## src/rtl/cpu_run_controller.sv

```systemverilog
// Bring-up sequencer between the board switches and the RISC-V core.
// Conditions the run/step switches, stretches the core reset, and gates the
// core clock-enable through a HOLD/HALTED/RUN/STEP state machine.

// One switch lane: 2-flop synchroniser followed by a level debouncer.
module cpu_run_sw_cond #(
    parameter int DEBOUNCE_CYCLES = 1000000
) (
    input  logic CLK100MHZ,
    input  logic rst,
    input  logic raw,
    output logic level
);
    localparam int CW = $clog2(DEBOUNCE_CYCLES + 1);

    logic          sync1;
    logic          sync2;
    logic [CW-1:0] cnt;

    // Synchronise, then accept a new level only after it has been stable long enough
    always_ff @(posedge CLK100MHZ) begin
        if (rst) begin
            sync1 <= 1'b0;
            sync2 <= 1'b0;
            level <= 1'b0;
            cnt   <= '0;
        end else begin
            sync1 <= raw;
            sync2 <= sync1;
            if (sync2 == level) begin
                cnt <= '0;
            end else if (cnt == CW'(DEBOUNCE_CYCLES - 1)) begin
                level <= sync2;
                cnt   <= '0;
            end else begin
                cnt <= cnt + 1'b1;
            end
        end
    end
endmodule

module cpu_run_controller #(
    parameter int DEBOUNCE_CYCLES   = 1000000,
    parameter int RESET_HOLD_CYCLES = 16,
    parameter int STEP_CYCLES       = 1
) (
    input  logic        CLK100MHZ,
    input  logic        sw0,
    input  logic        sw1,
    input  logic        sw2,
    output logic        cpu_rst_n,
    output logic        cpu_ce,
    output logic [1:0]  state,
    output logic [31:0] cycle_count
);
    localparam int NUM_SW = 2;
    localparam int HW     = $clog2(RESET_HOLD_CYCLES + 1);
    localparam int SW_W   = $clog2(STEP_CYCLES + 1);

    typedef enum logic [1:0] {
        S_HOLD   = 2'b00,
        S_HALTED = 2'b01,
        S_RUN    = 2'b10,
        S_STEP   = 2'b11
    } state_t;

    // lane 0 = run switch, lane 1 = step button
    logic [NUM_SW-1:0] sw_raw;
    logic [NUM_SW-1:0] sw_db;
    logic              run_db;
    logic              step_db;
    logic              step_db_q;
    logic              step_req;

    state_t            state_q, state_n;
    logic [HW-1:0]     hold_cnt, hold_n;
    logic [SW_W-1:0]   step_cnt, step_n;
    logic              rst_n_n;
    logic              ce_n;

    assign sw_raw = {sw2, sw1};

    for (genvar gi = 0; gi < NUM_SW; gi++) begin : g_sw
        cpu_run_sw_cond #(.DEBOUNCE_CYCLES(DEBOUNCE_CYCLES)) u_cond (
            .CLK100MHZ (CLK100MHZ),
            .rst       (sw0),
            .raw       (sw_raw[gi]),
            .level     (sw_db[gi])
        );
    end

    assign run_db  = sw_db[0];
    assign step_db = sw_db[1];

    // Remember the previous debounced step level so a held button requests once
    always_ff @(posedge CLK100MHZ) begin
        if (sw0) step_db_q <= 1'b0;
        else     step_db_q <= step_db;
    end

    assign step_req = step_db & ~step_db_q;

    // Next-state and output decode; outputs follow the next state so they
    // change on the same edge as the state register
    always_comb begin
        state_n = state_q;
        hold_n  = hold_cnt;
        step_n  = step_cnt;
        case (state_q)
            S_HOLD: begin
                if (hold_cnt == HW'(RESET_HOLD_CYCLES - 1)) begin
                    state_n = S_HALTED;
                    hold_n  = '0;
                end else begin
                    hold_n = hold_cnt + 1'b1;
                end
            end
            S_HALTED: begin
                // run beats a coincident step; the step is simply dropped
                if (run_db) begin
                    state_n = S_RUN;
                end else if (step_req) begin
                    state_n = S_STEP;
                    step_n  = '0;
                end
            end
            S_RUN: begin
                if (!run_db) state_n = S_HALTED;
            end
            S_STEP: begin
                if (step_cnt == SW_W'(STEP_CYCLES - 1)) state_n = S_HALTED;
                else                                    step_n  = step_cnt + 1'b1;
            end
            default: begin
                state_n = S_HOLD;
                hold_n  = '0;
            end
        endcase
        rst_n_n = (state_n != S_HOLD);
        ce_n    = (state_n == S_RUN) || (state_n == S_STEP);
    end

    // State, counters and registered core controls
    always_ff @(posedge CLK100MHZ) begin
        if (sw0) begin
            state_q   <= S_HOLD;
            hold_cnt  <= '0;
            step_cnt  <= '0;
            cpu_rst_n <= 1'b0;
            cpu_ce    <= 1'b0;
        end else begin
            state_q   <= state_n;
            hold_cnt  <= hold_n;
            step_cnt  <= step_n;
            cpu_rst_n <= rst_n_n;
            cpu_ce    <= ce_n;
        end
    end

    // Count cycles in which the core was enabled; wraps silently
    always_ff @(posedge CLK100MHZ) begin
        if (sw0)         cycle_count <= '0;
        else if (cpu_ce) cycle_count <= cycle_count + 32'd1;
    end

    assign state = state_q;
endmodule

```

## config.mk

```make
export PLATFORM = sky130hd
export DESIGN_NAME = cpu_run_controller
export DESIGN_NICKNAME = d
export VERILOG_FILES = /design/src/rtl/cpu_run_controller.sv
export SDC_FILE = /design/constraint.sdc
export NUM_CORES = 1
export LEC_CHECK = 0
export BUFFER_PORTS_ARGS = -buffer_cell sky130_fd_sc_hd__buf_2
export CAP_MARGIN = 15
export CORE_MARGIN = 2
export CORE_UTILIZATION = 40
export DETAILED_ROUTE_END_ITERATION = 12
export HOLD_SLACK_MARGIN = 0.12
export PLACE_DENSITY = 0.68
export SLEW_MARGIN = 20
export SYNTH_ARGS = -nofsm -noshare
export SYNTH_HDL_FRONTEND = slang
export SYNTH_SLANG_ARGS = --single-unit
export TNS_END_PERCENT = 1
```

## constraint.sdc

```tcl
create_clock -name CLK100MHZ -period 2.2 [get_ports CLK100MHZ]
set_input_delay 0.33 -clock CLK100MHZ [delete_from_list [all_inputs] [get_ports CLK100MHZ]]
set_output_delay 0.33 -clock CLK100MHZ [all_outputs]
set_load 0.005 [all_outputs]
```

# Word level (Yosys, flattened, before mapping)
# Cells that the tools add are included.
[word_totals]
ramBits = 0
register_bits = 89
elab_cells = 56
memories = 0
out_inout_bits = 36
in_bits = 4
latchBits = 0
romBits = 0
[op_classes]
eq_ne = 12
n_addsub = 5
n_reduce_logical = 9
div = 0
n_mul = 0
bitwise = 4
order_cmp = 0
n_shift = 0
muxes = 11
[op_table]
columns = ["operator", "count"]
rows = [
  ["adder 20 x 1 -> 20 bit, second input constant", 2],
  ["== test 20 bit, second input constant", 2],
  ["adder 32 x 1 -> 32 bit, second input constant", 1],
  ["two-way mux 2 bit", 5],
  ["== test 2 bit, second input constant", 4],
  ["one-hot mux 2 bit (4 select lines)", 1],
  ["OR reduction 3 bit", 2],
  ["adder 5 x 1 -> 5 bit, second input constant", 1],
  ["== test 5 x 4 -> 1 bit, second input constant", 1],
  ["two-way mux 5 bit", 1],
  ["inequality test 2 bit, second input constant", 2],
  ["AND reduction 2 bit", 2],
  ["nonzero test 2 bit", 2],
  ["two-way mux 1 bit", 3],
  ["inverter 1 bit", 3],
  ["AND reduction 3 bit", 1],
  ["== test 1 bit", 2],
  ["== test 2 x 1 -> 1 bit, second input constant", 1],
  ["logical NOT 2 bit", 1],
  ["one-hot mux 1 bit (2 select lines)", 1],
  ["adder 1 bit, second input constant", 1],
  ["AND 1 bit", 1],
  ["logical OR 1 bit", 1],
]

# Depth between registers and ports, before layout
# Gate-level depths: netlist of run 1.
[logic_depth]
ltp_word = 7
depth_mapped = 7
mapped_depth_nobuf = 5

# Modules after synthesis
# Synthesis of run 1 repeated with hierarchy kept, for this count alone.
[unflattened]
hier_cells = 455
area_unflattened_um2 = 3963.8
[by_module_without_submodules]
columns = ["mod", "cells_each", "instances", "area_each_um2", "seq_area_each_um2"]
rows = [
  ["cpu_run_sw_cond", 117, 2, 1023.5, 460.4],
  ["cpu_run_controller", 221, 1, 1916.8, 840.8],
]

# Worst setup path before layout of run 1
# No wires, ideal clock.
[synth_timing]
kind = "flip-flop to flip-flop"
from = "reg g_sw[0].u_cond.cnt[0]"
to = "reg g_sw[0].u_cond.cnt[10]"
period_less_slack_ns = 1.773
setup_slack_ns = 0.427
required_ns = 2.085
setup_ns = 0.115
path_buffers = 2
path_stages_with_launch = 8
arrival_time_ns = 1.658
cell_sequence = "dfxtp_1 -> ha_1 -> nand3_2 -> or2_2 -> clkbuf_1 -> o21ai_2 -> buf_4 -> nor2_1"
[synth_via]
elab_chain_len = 2
word_cells_on_any_way = 3
cone_classes = "add/sub: 1; eq/ne: 1; reduce/logical: 1"
[synth_rtl]
columns = ["element", "line_no", "source"]
rows = [
  ["from (decl)", "18", "logic [CW-1:0] cnt;"],
  ["from (signal assigned)", "36", "cnt <= cnt + 1'b1;"],
  ["branches (longest 2 deep; another with adder 20 x 1 -> 20 bit)", "n/a", ""],
]
# Parallel ways; which one is timed is not known.
# A chain may end at the register's enable or synchronous reset.

# Worst setup path in the final report of run 1
[layout_timing]
from = "reg cycle_count[4]"
to = "reg cycle_count[29]"
[layout_via]
elab_chain_len = 1
[layout_rtl]
columns = ["element", "line_no", "source"]
rows = [
  ["from (decl)", "54", "output logic [31:0] cycle_count"],
  ["from (signal assigned)", "163", "else if (cpu_ce) cycle_count <= cycle_count + 32'd1;"],
  ["adder 32 x 1 -> 32 bit", "163", ""],
]
# Every way passes these cells.

==> results of run 1 <==
## power by group through the flow
stage | clock, mW | sequential [mW] | combinational [mW]
global route | 1.37 | 1.61 | 0.0550
global placement | 0 | 1.65 | 0.0462
finish | 1.26 | 1.61 | 0.0473
detailed placement | 0 | 1.65 | 0.0485
CTS | 1.31 | 1.61 | 0.0485
floorplan | 0 | 1.64 | 0.0347
## per-layer routing
metal | routed length, um | track usage (%)
met5 | 0 | 0
met4 | 75 | 3.54
met3 | 319 | 4.34
met2 | 3750 | 25.9
met1 | 3500 | 18.5
## cell usage in the layout, fill, tap and decap left out, types with 2 or more instances in the layout
cell type,instances
dfxtp_1,88
nor2_1,57
buf_2,39
a21oi_1,28
nand2_1,25
xnor2_1,21
nand3_1,19
xor2_1,17
inv_1,16
o21ai_0,14
or3_1,14
o31ai_1,13
or4_1,13
nor2b_1,13
nor3_1,12
clkbuf_8,12
nand4_1,11
buf_4,10
and4_1,8
mux2_2,8
nor4_1,6
nor4b_1,5
and3_1,4
ha_1,4
nor3b_1,3
nand4b_1,3
and2_1,3
nand4_2,3
nand3_2,2
bufinv_16,2
clkbuf_1,2
## cell families (layout without fill, tap and decap cells)
kind of cell               count (synthesis)  count (layout)  share of synthesized area, %
muxes                                      9               9                          2.56
and+or+nand+nor                          206             206                          29.5
buffers and inverters                     34              81                          3.48
xor gates and xnor gates                  38              38                          8.50
DFF                                       88              88                          45.0
adders and majority gates                  4               4                          1.28
AOI/OAI and AO/OA                         64              64                          9.74
## flip-flops by register name (all words and copies together), names as in the netlist
signal and count:
hold_cnt 5, g_sw.u_cond.sync2 2, cpu_ce 1, g_sw.u_cond.sync1 2, cpu_rst_n 1, cycle_count 32
g_sw.u_cond.cnt 40, step_db_q 1, g_sw.u_cond.level 2, state 2
## per-stage QoR
step | setup WS [ns] | hold slack [ns] | instance area, sq um | util, %
2_1_floorplan | 0.427 | 0.413 | 3920 | -
5_1_grt | 0.147 | 0.184 | 4510 | 46.8
6_report | 0.334 | 0.204 | 4510 | 46.8
4_1_cts | 0.320 | 0.188 | 4510 | 46.8
3_3_place_gp | 0.379 | 0.419 | 4280 | 44.4
3_5_place_dp | 0.326 | 0.437 | 4280 | 44.4
## layout make-up
type,instances,area (sq um)
Sequential cell,88,1760
Tap cell,133,166
Clock inverter,2,60.1
Timing Repair Buffer,49,270
Multi-Input combinational cell,321,2020
Fill cell,950,5130
Clock buffer,14,173
Inverter,16,60.1
## how the worst max path moves through the flow
stage | cells past startpoint | startpoint | end | slack (ns)
2_1_floorplan | 7 | g_sw[0].u_cond.cnt[0] | g_sw[0].u_cond.cnt[10] | 0.43
3_5_place_dp | 5 | cycle_count[0] | cycle_count[16] | 0.33
6_report | 4 | cycle_count[4] | cycle_count[29] | 0.33
4_1_cts | 5 | cycle_count[0] | cycle_count[16] | 0.32
5_1_grt | 5 | cycle_count[0] | cycle_count[28] | 0.15
3_3_place_gp | 4 | cycle_count[3] | cycle_count[29] | 0.38
==> key figures, run 1 <==
Status
  – Status: complete, no violations

GRT
  – First-pass GRT wire length: 13000 um
  – Total GRT Usage: 15.0%
  – Vias in the first global route: 2928
  – Total grt overflow: 0
  – Antenna violations before repair: 0
  – Largest net degree at the start of global routing: 35

Floorplanning
  – Core area: 9640 sq um
  – Row count: 36
  – Initial Util: 40.6%
  – Number of I/O pins: 40
  – Die height: 103 um
  – Die Width: 103 um
  – Die area: 10600 sq um

Synth
  – Cells after Synth: 443
  – FF+latch count, synth: 88
  – Library cells used by synthesis: 43
  – Syn nets: 451
  – Sequential cell area fraction in the yosys report: 45.0%
  – Top-count cell post-synth: dfxtp_1
  – Synth Cell Area: 3920 sq um
  – Ys flop type: dfxtp_1
  – Post-synth top area share: 45.0%
  – Commonest cells post-synth: dfxtp_1, nor2_1, a21oi_1
  – Syn avg cell area: 8.84 sq um
  – Synth area leaders: dfxtp_1, nor2_1, xnor2_1, xor2_1, a21oi_1
  – Number of synthesized flops with an enable pin: 0
  – Cell taking the most area after synthesis: dfxtp_1
  – Share of synthesized registers carrying an async set or reset: 0%
  – Synth warn: 0

Timing
  – Worst Skew: 0.00884 ns
  – RSZ-0062 raised after global routing: false
  – Max Clock Freq: 536 MHz
  – Min Tclk post-route: 1.87 ns
  – Fin crit share: 84.8%
  – Final setup fails: 0
  – Final Slew Violations: 0
  – Setup_tns: 0 ns
  – Endpoints failing hold: 0
  – Relative slew slack: 75.4%
  – Measured slew at the worst slew-check pin: 0.364 ns

Finish
  – Nets: 493
  – Non-Filler Instances: 623
  – Area grow syn2layout: 15.1%
  – # diodes: 0
  – Share of cells above drive strength 1: 16.7%

Clocking
  – H-tree depth: 3
  – Setup Buffers After CTS: 0
  – Worst skew pair latency: 0.35 ns
  – Worst-path clk slew: 0.08 ns
  – CTS tree: built
  – Post-CTS sizing: 0
  – CTS sink count: 88
  – Num CTS Buffers: 9
  – Hold Buf Count CTS: 0
  – Clock Path Buffers: 2
  – Root Driver: clkbuf_8

Job
  – Max Cap Viol: 0

Power and ir drop
  – Clk pwr share: 43.2%
  – VDD IR max: 365 uV
  – Final Total Pwr: 2.92 mW
  – Sequential share of power: 55.1%
  – Pint: 2.35 mW
  – Sw Share: 19.4%
  – Leak: 1.58 nW
  – P_sw: 0.566 mW
  – Comb power frac: 1.6%
  – PD cells: 647 nW/um^2

Placed design
  – Port bufs: 39
  – Routability cong.: 0.733
  – DP HPWL: 5410 um
  – Placed Cells: 607

Min path
  – Worst min-delay path class: in2reg
  – HP Start: sw1
  – Hold Path End: g_sw[0].u_cond.sync1
  – WHS Path Cells: 2

Worst setup path
  – Crit-path max FO: 10
  – CP Capture Type: flop
  – CP bufs+invs: 0
  – Critical path launch point type: flop
  – RR Startpoint: cycle_count[4]
  – CP max stage delay: 0.52 ns
  – CP top delay family: simple AND/OR/NAND/NOR gates
  – Worst setup path category: reg2reg
  – FF-to-FF End: cycle_count[29]
  – Required time worst endpoint: 2.44 ns
  – Worst path arrival time: 2.10 ns
  – Cell chain of the critical path: nand4_2 > or3_1 > nor4_1 > mux2_2
  – Internal reg-to-reg setup slack: 0.33 ns
  – Reg2reg path depth: 4
  – Critical path's slowest cell: or3_1

Routing
  – Pre-Repair DR Iteration Count: 6
  – DRC: 0
  – Detailed-route wire length per cell: 12.3 um
  – Routed WL: 7640 um
  – DR iter-0 viols: 119
  – Count of antenna-violating nets left after detailed routing: 0
  – Via density: 5.16
  – Via Count: 3216
Note: power is estimated with default switching activity, not from simulation.
==> run 2: changes to the inputs <==
--- a/config.mk
+++ b/config.mk
@@ -11,7 +11,7 @@
 export CORE_UTILIZATION = 40
 export DETAILED_ROUTE_END_ITERATION = 12
 export HOLD_SLACK_MARGIN = 0.12
-export PLACE_DENSITY = 0.68
+export PLACE_DENSITY = 0.7
 export SLEW_MARGIN = 20
 export SYNTH_ARGS = -nofsm -noshare
 export SYNTH_HDL_FRONTEND = slang
==> constraint.sdc (replaced) <==
create_clock -name CLK100MHZ -period 1.5 [get_ports CLK100MHZ]
set_input_delay 0.225 -clock CLK100MHZ [delete_from_list [all_inputs] [get_ports CLK100MHZ]]
set_output_delay 0.225 -clock CLK100MHZ [all_outputs]
set_load 0.005 [all_outputs]
==> key figures, run 2 (same netlist as run 1, synthesis figures left out) <==
Status
  – Status: complete, but fails checks (was complete, no violations)
  – Violated checks: setup timing

Routing
  – Detailed-route wire length per cell: 13.6 um (was 12.3 um)
  – Pre-Repair DR Iteration Count: 5 (was 6)
  – DR iter-0 viols: 80 (was 119)
  – Count of antenna-violating nets left after detailed routing: 0 (unchanged)
  – Routed WL: 9640 um (was 7640 um)
  – Via Count: 3674 (was 3216)
  – DRC: 0 (unchanged)
  – Via density: 5.17 (was 5.16)

Floorplanning
  – Die Width: 103 um (unchanged)
  – Initial Util: 40.6% (unchanged)
  – Die area: 10600 sq um (unchanged)
  – Die height: 103 um (unchanged)
  – Core area: 9640 sq um (unchanged)
  – Row count: 36 (unchanged)
  – Number of I/O pins: 40 (unchanged)

Worst setup path
  – Worst path arrival time: 1.96 ns (was 2.10 ns)
  – CP bufs+invs: 0 (unchanged)
  – Crit-path max FO: 4 (was 10)
  – Required time worst endpoint: 1.79 ns (was 2.44 ns)
  – RR Startpoint: g_sw[0].u_cond.cnt[1] (was cycle_count[4])
  – Cell chain of the critical path: ha_4 > nand3_4 > or3_4 > or4_1 > a21oi_1 (was nand4_2 > or3_1 > nor4_1 > mux2_2)
  – CP top delay family: simple AND/OR/NAND/NOR gates (unchanged)
  – CP Capture Type: flop (unchanged)
  – Worst setup path category: reg2reg (unchanged)
  – Critical path's slowest cell: or4_1 (was or3_1)
  – Critical path launch point type: flop (unchanged)
  – CP max stage delay: 0.48 ns (was 0.52 ns)
  – Setup crit start: g_sw[0].u_cond.cnt[1] (was cycle_count[4])
  – Internal reg-to-reg setup slack: -0.16 ns (was 0.33 ns)

Timing
  – Final setup fails: 25 (was 0)
  – Crit path setup slack, layout: -0.164 ns (was 0.334 ns)
  – Final Slew Violations: 0 (unchanged)
  – Max Clock Freq: 601 MHz (was 536 MHz)
  – Measured slew at the worst slew-check pin: 0.339 ns (was 0.364 ns)
  – Fin crit share: 111% (was 84.8%)
  – Worst Skew: 0.0152 ns (was 0.00884 ns)
  – Min Tclk post-route: 1.66 ns (was 1.87 ns)
  – Hold Worst Slack: 0.148 ns (was 0.204 ns)
  – RSZ-0062 raised after global routing: true (was false)
  – Endpoints failing hold: 0 (unchanged)
  – Relative slew slack: 77.2% (was 75.4%)

Clocking
  – Worst skew pair latency: 0.36 ns (was 0.35 ns)
  – Worst-path clk slew: 0.09 ns (was 0.08 ns)
  – Clock Path Buffers: 2 (unchanged)
  – CTS tree: built (unchanged)
  – Num CTS Buffers: 9 (unchanged)
  – Root Driver: clkbuf_8 (unchanged)
  – CTS sink count: 88 (unchanged)
  – H-tree depth: 3 (unchanged)

Placed design
  – Placed Cells: 688 (was 607)
  – DP HPWL: 6470 um (was 5410 um)
  – Dpl ws: -0.276 ns (was 0.326 ns)
  – Port bufs: 39 (unchanged)
  – Routability cong.: 0.866 (was 0.733)

Power and ir drop
  – VDD IR max: 528 uV (was 365 uV)
  – Sw Share: 22.8% (was 19.4%)
  – Comb power frac: 2.1% (was 1.6%)
  – Pint: 3.19 mW (was 2.35 mW)
  – PD cells: 759 nW/um^2 (was 647 nW/um^2)
  – Clk pwr share: 41.1% (was 43.2%)
  – Leak: 2.11 nW (was 1.58 nW)
  – P_sw: 0.945 mW (was 0.566 mW)
  – Sequential share of power: 56.8% (was 55.1%)

Finish
  – Share of cells above drive strength 1: 39.9% (was 16.7%)
  – Biggest register: g_sw.u_cond.cnt (unchanged)
  – Commonest cells after routing, fill and taps aside: buf_4, dfxtp_1, nor2_1, buf_2, nand2_1 (was dfxtp_1, nor2_1, buf_2, a21oi_1, nand2_1)
  – Max reg flops: 40 (unchanged)
  – Fin util: 56.6% (was 46.8%)
  – Most common cell after layout, fill and taps aside: buf_4 (was dfxtp_1)
  – Non-Filler Instances: 710 (was 623)
  – Biggest regs: g_sw.u_cond.cnt x40, cycle_count x32, hold_cnt x5 (unchanged)
  – Nets: 580 (was 493)
  – FILL cells: 895 (was 950)
  – # diodes: 0 (unchanged)
  – Area grow syn2layout: 39.2% (was 15.1%)

Min path
  – HP Start: sw0 (was sw1)
  – Worst min-delay path class: in2reg (unchanged)

Job
  – Max Cap Viol: 0 (unchanged)

GRT
  – First-pass GRT wire length: 15100 um (was 13000 um)
  – Largest net degree at the start of global routing: 22 (was 35)
  – Total GRT Usage: 17.8% (was 15.0%)
  – Antenna violations before repair: 0 (unchanged)
  – Total grt overflow: 0 (unchanged)
  – Vias in the first global route: 3479 (was 2928)
==> run 2: power by group through the flow <==
stage,clock network [mW],registers [mW],logic [mW]
after floorplan,0,2.41,0.0517
after global placement,0,2.41,0.0760
after detailed placement,0,2.41,0.0797
after CTS,1.74,2.36,0.0841
after global routing,1.83,2.35,0.0965
final,1.70,2.35,0.0860
==> run 2: metal layers <==
layer	global-route usage [%]	wire (um)	part of all wire, %	vias to the layer above
li1	-	-	-	1831
met1	20.3	4140	43	1771
met2	32.7	5080	53	59
met3	4.20	320	3.3	13
met4	5.97	103	1.1	0
met5	0	0	0	-
==> run 2: worst paths after layout <==
path,to,cells after the start
setup / recovery,g_sw[0].u_cond.cnt[18],5
hold / removal,g_sw[0].u_cond.level,2
setup reg to reg,g_sw[0].u_cond.cnt[18],5
hold reg to reg,g_sw[1].u_cond.cnt[0],1
==> run 2: layout make-up <==
cell class                      count  area, sq um  area share [%]
Clock buffer                       10          138            2.52
Clock inverter                      6         66.3            1.22
Inverter                           16         60.1            1.10
Multi-Input combinational cell    323         2280            41.8
Sequential cell                    88         1800            33.0
Tap cell                          133          166            3.05
Timing Repair Buffer              134          941            17.3
==> run 2: worst register-to-register path: cells and delay by family (launching register included) <==
family,cells,cell delay (ns)
fa+ha+maj,1,0.15
compound gates,1,0.14
simple gates,3,0.97
flops,1,0.35
==> run 2: metrics by stage <==
step / area (sq um) / total power [mW] / setup TNS [ns]
2_1_floorplan: 4020 / 2.46 / -3.22
6_report: 5450 / 4.14 / -2.53
5_1_grt: 5450 / 4.28 / -4.18
3_3_place_gp: 4980 / 2.49 / -2.83
4_1_cts: 5310 / 4.18 / -3.50
3_5_place_dp: 4980 / 2.49 / -4.11
==> run 2: timing repair <==
action / in CTS / in global routing
setup endpoints to repair: 41 / 59
gates resized for setup: 16 / 44
hold buffers: 2 / 0
gates cloned: 3 / 0
hold endpoints to repair: 2 / 0
setup buffers: 0 / 1
pin swaps: 4 / 8
